==> config.mk <==
export PLATFORM = sky130hd
export DESIGN_NAME = idex_pipeline_reg
export DESIGN_NICKNAME = d
export VERILOG_FILES = /design/src/rtl/idex_pipeline_reg_pkg.sv /design/src/rtl/idex_pipeline_reg.sv
export SDC_FILE = /design/constraint.sdc
export NUM_CORES = 1
export LEC_CHECK = 0
export CELL_PAD_IN_SITES_DETAIL_PLACEMENT = 1
export CELL_PAD_IN_SITES_GLOBAL_PLACEMENT = 1
export CORE_MARGIN = 8
export CORE_UTILIZATION = 29
export DETAILED_ROUTE_END_ITERATION = 12
export GPL_TIMING_DRIVEN = 0
export HOLD_SLACK_MARGIN = 0.03
export PLACE_DENSITY_LB_ADDON = 0.1
export SYNTH_ARGS = -nofsm -noshare
export SYNTH_HDL_FRONTEND = slang
export SYNTH_SLANG_ARGS = --single-unit
==> constraint.sdc <==
create_clock -name clk -period 0.8 [get_ports clk]
set_input_delay 0.08 -clock clk [delete_from_list [all_inputs] [get_ports clk]]
set_output_delay 0.08 -clock clk [all_outputs]
set_load 0.1 [all_outputs]
==> src/rtl/idex_pipeline_reg_pkg.sv <==
// Shared pipeline constants: control-bundle layout, datapath widths and the
// ID/EX stage record used by idex_pipeline_reg.
package idex_pipeline_reg_pkg;

  localparam int DATA_W     = 32;
  localparam int CTRL_W     = 8;
  localparam int REG_ADDR_W = 5;
  localparam int CNT_W      = 16;

  // Bit positions inside the 8-bit decoded control bundle.
  localparam int CTRL_REG_WRITE = 7;
  localparam int CTRL_MEM_TO_REG = 6;
  localparam int CTRL_MEM_READ  = 5;
  localparam int CTRL_MEM_WRITE = 4;
  localparam int CTRL_REG_DST   = 3;
  localparam int CTRL_ALU_SRC   = 2;
  localparam int CTRL_ALU_OP_HI = 1;
  localparam int CTRL_ALU_OP_LO = 0;

  localparam logic [CNT_W-1:0] CNT_MAX = {CNT_W{1'b1}};

  typedef struct packed {
    logic [CTRL_W-1:0]     ctrl;
    logic [DATA_W-1:0]     pc4;
    logic [DATA_W-1:0]     rd1;
    logic [DATA_W-1:0]     rd2;
    logic [DATA_W-1:0]     imm;
    logic [REG_ADDR_W-1:0] rs;
    logic [REG_ADDR_W-1:0] rt;
    logic [REG_ADDR_W-1:0] rd;
  } idex_stage_t;

  // A load in EX whose destination (never $zero) is a source of the ID instruction.
  function automatic logic load_use_hazard(
    input logic [CTRL_W-1:0]     ex_ctrl,
    input logic [REG_ADDR_W-1:0] ex_rt,
    input logic [REG_ADDR_W-1:0] id_rs,
    input logic [REG_ADDR_W-1:0] id_rt
  );
    return ex_ctrl[CTRL_MEM_READ] && (ex_rt != '0) &&
           ((ex_rt == id_rs) || (ex_rt == id_rt));
  endfunction

endpackage

==> src/rtl/idex_pipeline_reg.sv <==
// ID/EX pipeline register with flush bubbles and optional load-use stall
// detection (enabled by defining IDEX_LOAD_USE_DETECT_EN).
module idex_pipeline_reg
  import idex_pipeline_reg_pkg::*;
(
  input  logic                  clk,
  input  logic                  rst_n,
  input  logic                  flush,
  input  logic [CTRL_W-1:0]     id_ctrl,
  input  logic [DATA_W-1:0]     id_pc4,
  input  logic [DATA_W-1:0]     id_rd1,
  input  logic [DATA_W-1:0]     id_rd2,
  input  logic [DATA_W-1:0]     id_imm,
  input  logic [REG_ADDR_W-1:0] id_rs,
  input  logic [REG_ADDR_W-1:0] id_rt,
  input  logic [REG_ADDR_W-1:0] id_rd,
  output logic [CTRL_W-1:0]     ex_ctrl,
  output logic [DATA_W-1:0]     ex_pc4,
  output logic [DATA_W-1:0]     ex_rd1,
  output logic [DATA_W-1:0]     ex_rd2,
  output logic [DATA_W-1:0]     ex_imm,
  output logic [REG_ADDR_W-1:0] ex_rs,
  output logic [REG_ADDR_W-1:0] ex_rt,
  output logic [REG_ADDR_W-1:0] ex_rd,
  output logic                  pc_write,
  output logic                  ifid_write,
  output logic [CNT_W-1:0]      bubble_count
);

  idex_stage_t stage_q;
  idex_stage_t stage_d;
  idex_stage_t id_stage;
  logic        load_use;

  assign id_stage = '{
    ctrl: id_ctrl,
    pc4:  id_pc4,
    rd1:  id_rd1,
    rd2:  id_rd2,
    imm:  id_imm,
    rs:   id_rs,
    rt:   id_rt,
    rd:   id_rd
  };

`ifdef IDEX_LOAD_USE_DETECT_EN
  logic [CNT_W-1:0] bubble_count_q;
  logic [CNT_W-1:0] bubble_count_d;

  assign load_use = load_use_hazard(stage_q.ctrl, stage_q.rt, id_rs, id_rt);

  // Only load-use bubbles are counted; a coincident flush owns the bubble.
  always_comb begin
    bubble_count_d = bubble_count_q;
    if (load_use && !flush && (bubble_count_q != CNT_MAX)) begin
      bubble_count_d = bubble_count_q + 1'b1;
    end
  end

  always_ff @(posedge clk or negedge rst_n) begin
    if (!rst_n) begin
      bubble_count_q <= '0;
    end else begin
      bubble_count_q <= bubble_count_d;
    end
  end

  assign bubble_count = bubble_count_q;
`else
  assign load_use     = 1'b0;
  assign bubble_count = '0;
`endif

  // A bubble is an all-zero stage: no writes, no memory access, $zero fields.
  always_comb begin
    stage_d = id_stage;
    if (flush || load_use) begin
      stage_d = '0;
    end
  end

  always_ff @(posedge clk or negedge rst_n) begin
    if (!rst_n) begin
      stage_q <= '0;
    end else begin
      stage_q <= stage_d;
    end
  end

  assign ex_ctrl    = stage_q.ctrl;
  assign ex_pc4     = stage_q.pc4;
  assign ex_rd1     = stage_q.rd1;
  assign ex_rd2     = stage_q.rd2;
  assign ex_imm     = stage_q.imm;
  assign ex_rs      = stage_q.rs;
  assign ex_rt      = stage_q.rt;
  assign ex_rd      = stage_q.rd;

  assign pc_write   = !load_use;
  assign ifid_write = !load_use;

endmodule
==> impl.org <==
** Global route
- First-pass GRT wire length :: around 27,000 microns
- Total track usage :: between 10% and 20%
- The via count of the first global-routing pass is ~4,400.
- Maximum number of pins on one net before global-route repair :: between 90 and 100
- The number of antenna violations at the first check in global routing is 0.
- Leftover overflow at the end of global routing :: 0

** Min path
- The worst hold path belongs to the class input port to asynchronous set/reset pin.

** Detailed routing
- After detailed routing, the number of remaining DRC violations is 0.
- The detail route stage leaves a number of antenna-violating nets equal to 0.
- Final wirelength :: roughly 18,000 microns
- After detailed routing, the average wire length per cell comes to 19.22 microns.
- First-pass detailed-route iteration total :: 4
- Drt via density :: between 4 and 5
- The detailed router placed 3,735 vias in this run.
- Initial DRC Count :: between 90 and 100

** Timing
- Timing would allow up to 916.4 MHz.
- The number of hold violations in the final report was just over 60.
- Setup repair after global routing missed its margin :: true
- The smallest clock period supported by the final layout is computed as approximately 1100 ps.
- Worst path setup slack after routing :: -291.2 ps
- After layout, the worst path uses 136.4% of the clock period.
- On the final layout, the worst hold slack is -368.7 ps.
- Headroom to the max-slew limit came out at 59.67%.
- Transition time at the pin with the least slew margin :: 604.9 ps
- The final max-slew violation count was 0.
- Setup violations remaining at the end of the flow were counted as between 150 and 200.

** Outcome
- Violations in the final reports :: hold timing, setup timing
- Run status :: complete, but fails checks

** Place
- Half-perimeter wire length of the detailed placement result :: ~13,000 microns
- Buffers on Ports :: roughly 300
- Routability Congestion :: between 0.7 and 0.8

** Synthesis
- Summing every instance area after synthesis gives between 4000 and 5000 sq um.
- The biggest area contributor in the post-synthesis netlist is dfrtp_1.
- After synthesis, the cell types taking the most area are dfrtp_1, nor2b_1, buf_4, and2b_1, buf_2.
- In this run the biggest area consumer among cell types represents 76.13% of the synthesized area.
- Post-synth cell types :: 7
- Register bit total from synthesis :: 151
- Dividing the synthesized area by the synthesized cell count gives approximately 15 sq um.
- For this run, the register share of the synthesized area comes to 76.13%.
- After technology mapping, the gate count stands at roughly 340.
- Yosys printed 0 warnings.

** Cells and area
- The repair_antennas step left the layout with diodes totalling 0.
- Layout Nets :: around 840
- The post-route netlist has 52.16% of its cells at a drive strength greater than 1.
- In the layout the commonest cells are dfrtp_2, clkdlybuf4s50_1, nor2b_1, buf_8, buf_6.
- Fin util :: ~60%
- P&R area growth vs syn :: 99.57%
- Number of fill cells in the layout :: roughly 1,600

** Power and ir drop
- IR analysis of the VDD net gives a maximum drop of approximately 1400 uV.
- Leakage :: approximately 4.3 nW
- Power per cell area :: 2304 nW/um^2
- Final total power :: 0.02282 W

** Critical path
- The number of buffers and inverters on the critical path is 1.
- By startpoint and endpoint, the worst setup path is classified as flip-flop to output port.
- Family with the most delay on the worst path :: flip-flops
- Nature of the critical path startpoint :: flip-flop
- Max incr delay on CP :: 410 ps
- STA classifies the critical path endpoint as an output port.
- Critical Path Fanout Max :: 1
- Traced cell by cell, the critical path runs through buf_6.
- At the worst endpoint, the required time is about 700 ps.
- Data on the critical path arrives at its endpoint at 1010 ps.
- On the critical path, the stage with the largest delay is an instance of dfrtp_2.

** CTS
- For this design, the CTS-stage hold fixing added 6 buffers.
- The H-tree was split into 4 levels.
- Clk Tree Root Cell :: clkbuf_16
- TritonCTS built the clock tree.
- After clock tree synthesis, the clock-pin slew on the worst setup and hold paths is approximately 60 ps.
- In this run the post-CTS setup repair buffer count came out at 0.
- Number of buffers inserted during clock tree synthesis :: 17
- The clock net in this run drives a total of 151 sinks.
- The clock passes through at most 2 buffers.

** Flow run
- Across the run, the number of max-cap violations was 0.

** Floorplanning
- Overall die height :: ~150 microns
- The die covers roughly 22,000 sq um.
- After floorplanning, the core was divided into 48 placement rows.
- Placeable core region :: roughly 17,000 sq um
- The floorplan step set the die width to 146.8 microns.
- Initial standard-cell utilization of the core :: between 20 and 30%
- Pin placement for this block handled 323 I/O pins.
area by class of cell:
cell class | count | area [sq um] | share of cell area, %
Buffer | 34 | 210.2 | 2.122
Clock buffer | 17 | 425.4 | 4.295
Clock inverter | 13 | 206.4 | 2.084
Multi-Input combinational cell | 169 | 1035 | 10.45
Sequential cell | 151 | 3968 | 40.05
Tap cell | 225 | 281.5 | 2.842
Timing Repair Buffer | 310 | 3780 | 38.16
logic make-up (layout without fill, tap and decap cells):
group         Yosys count  count (layout)  share of synthesized area, %
buf+inv                34             374                         4.235
other cells             2              18                        0.1513
flops                 151             151                         76.13
simple gates          151             151                         19.49
synth_stat cells:
cell type  instances
dfrtp_1          151
nor2b_1          133
buf_4             19
and2b_1           18
buf_2              9
clkbuf_1           6
conb_1             2
flip-flops by register name, summed over array words and instances (netlist names):
name and flops:
ex_rs 5, ex_ctrl 8, ex_rd 5, ex_rt 5
ex_rd2 32, ex_imm 32, ex_rd1 32, ex_pc4 32
how the worst max path moves through the flow:
stage	from	to	slack, ps	cells past startpoint
6_report	ex_rd2[4]	ex_rd2[4]	-290	1
2_1_floorplan	ex_ctrl[0]	ex_ctrl[0]	70	0
4_1_cts	ex_ctrl[2]	ex_ctrl[2]	-320	1
3_5_place_dp	ex_imm[16]	ex_imm[16]	-800	1
5_1_grt	ex_rd2[5]	ex_rd2[5]	-330	1
3_3_place_gp	rst_n	ex_rd[2]	-6910	1
timing repair:
action | in CTS | in global routing
endpoints found under the hold margin | 71 | 61
endpoints found under the setup margin | 151 | 151
cloned | 0 | 0
gates resized for setup | 1144 | 33
report_power, final:
part / switching [W] / internal, W / total (W)
logic: 0.00402 / 0.00196 / 0.00597
clock network: 0.00301 / 0.00549 / 0.00850
registers: 0.000250 / 0.00810 / 0.00835
per-stage QoR:
step	TNS, ps	area [sq um]	worst slack [ps]	std cells
after detailed placement	-128580	8556	-795.1	883
after CTS	-44560	9767	-317.6	919
final	-40760	9906	-291.2	919
after global routing	-46380	9906	-326.2	919
after floorplan	0	5213	74.35	354
after global placement	-1153380	8527	-6905	882
metal layers:
metal,GRT usage [%],vias up,wire [microns],part of all wire [%]
met5,0,-,0,0
met4,6.285,0,376,2.1
met3,9.320,24,2223,13
met2,28.96,207,9224,52
met1,16.05,1834,5835,33
li1,-,1670,-,-
Power figures use the tool's default switching activity.
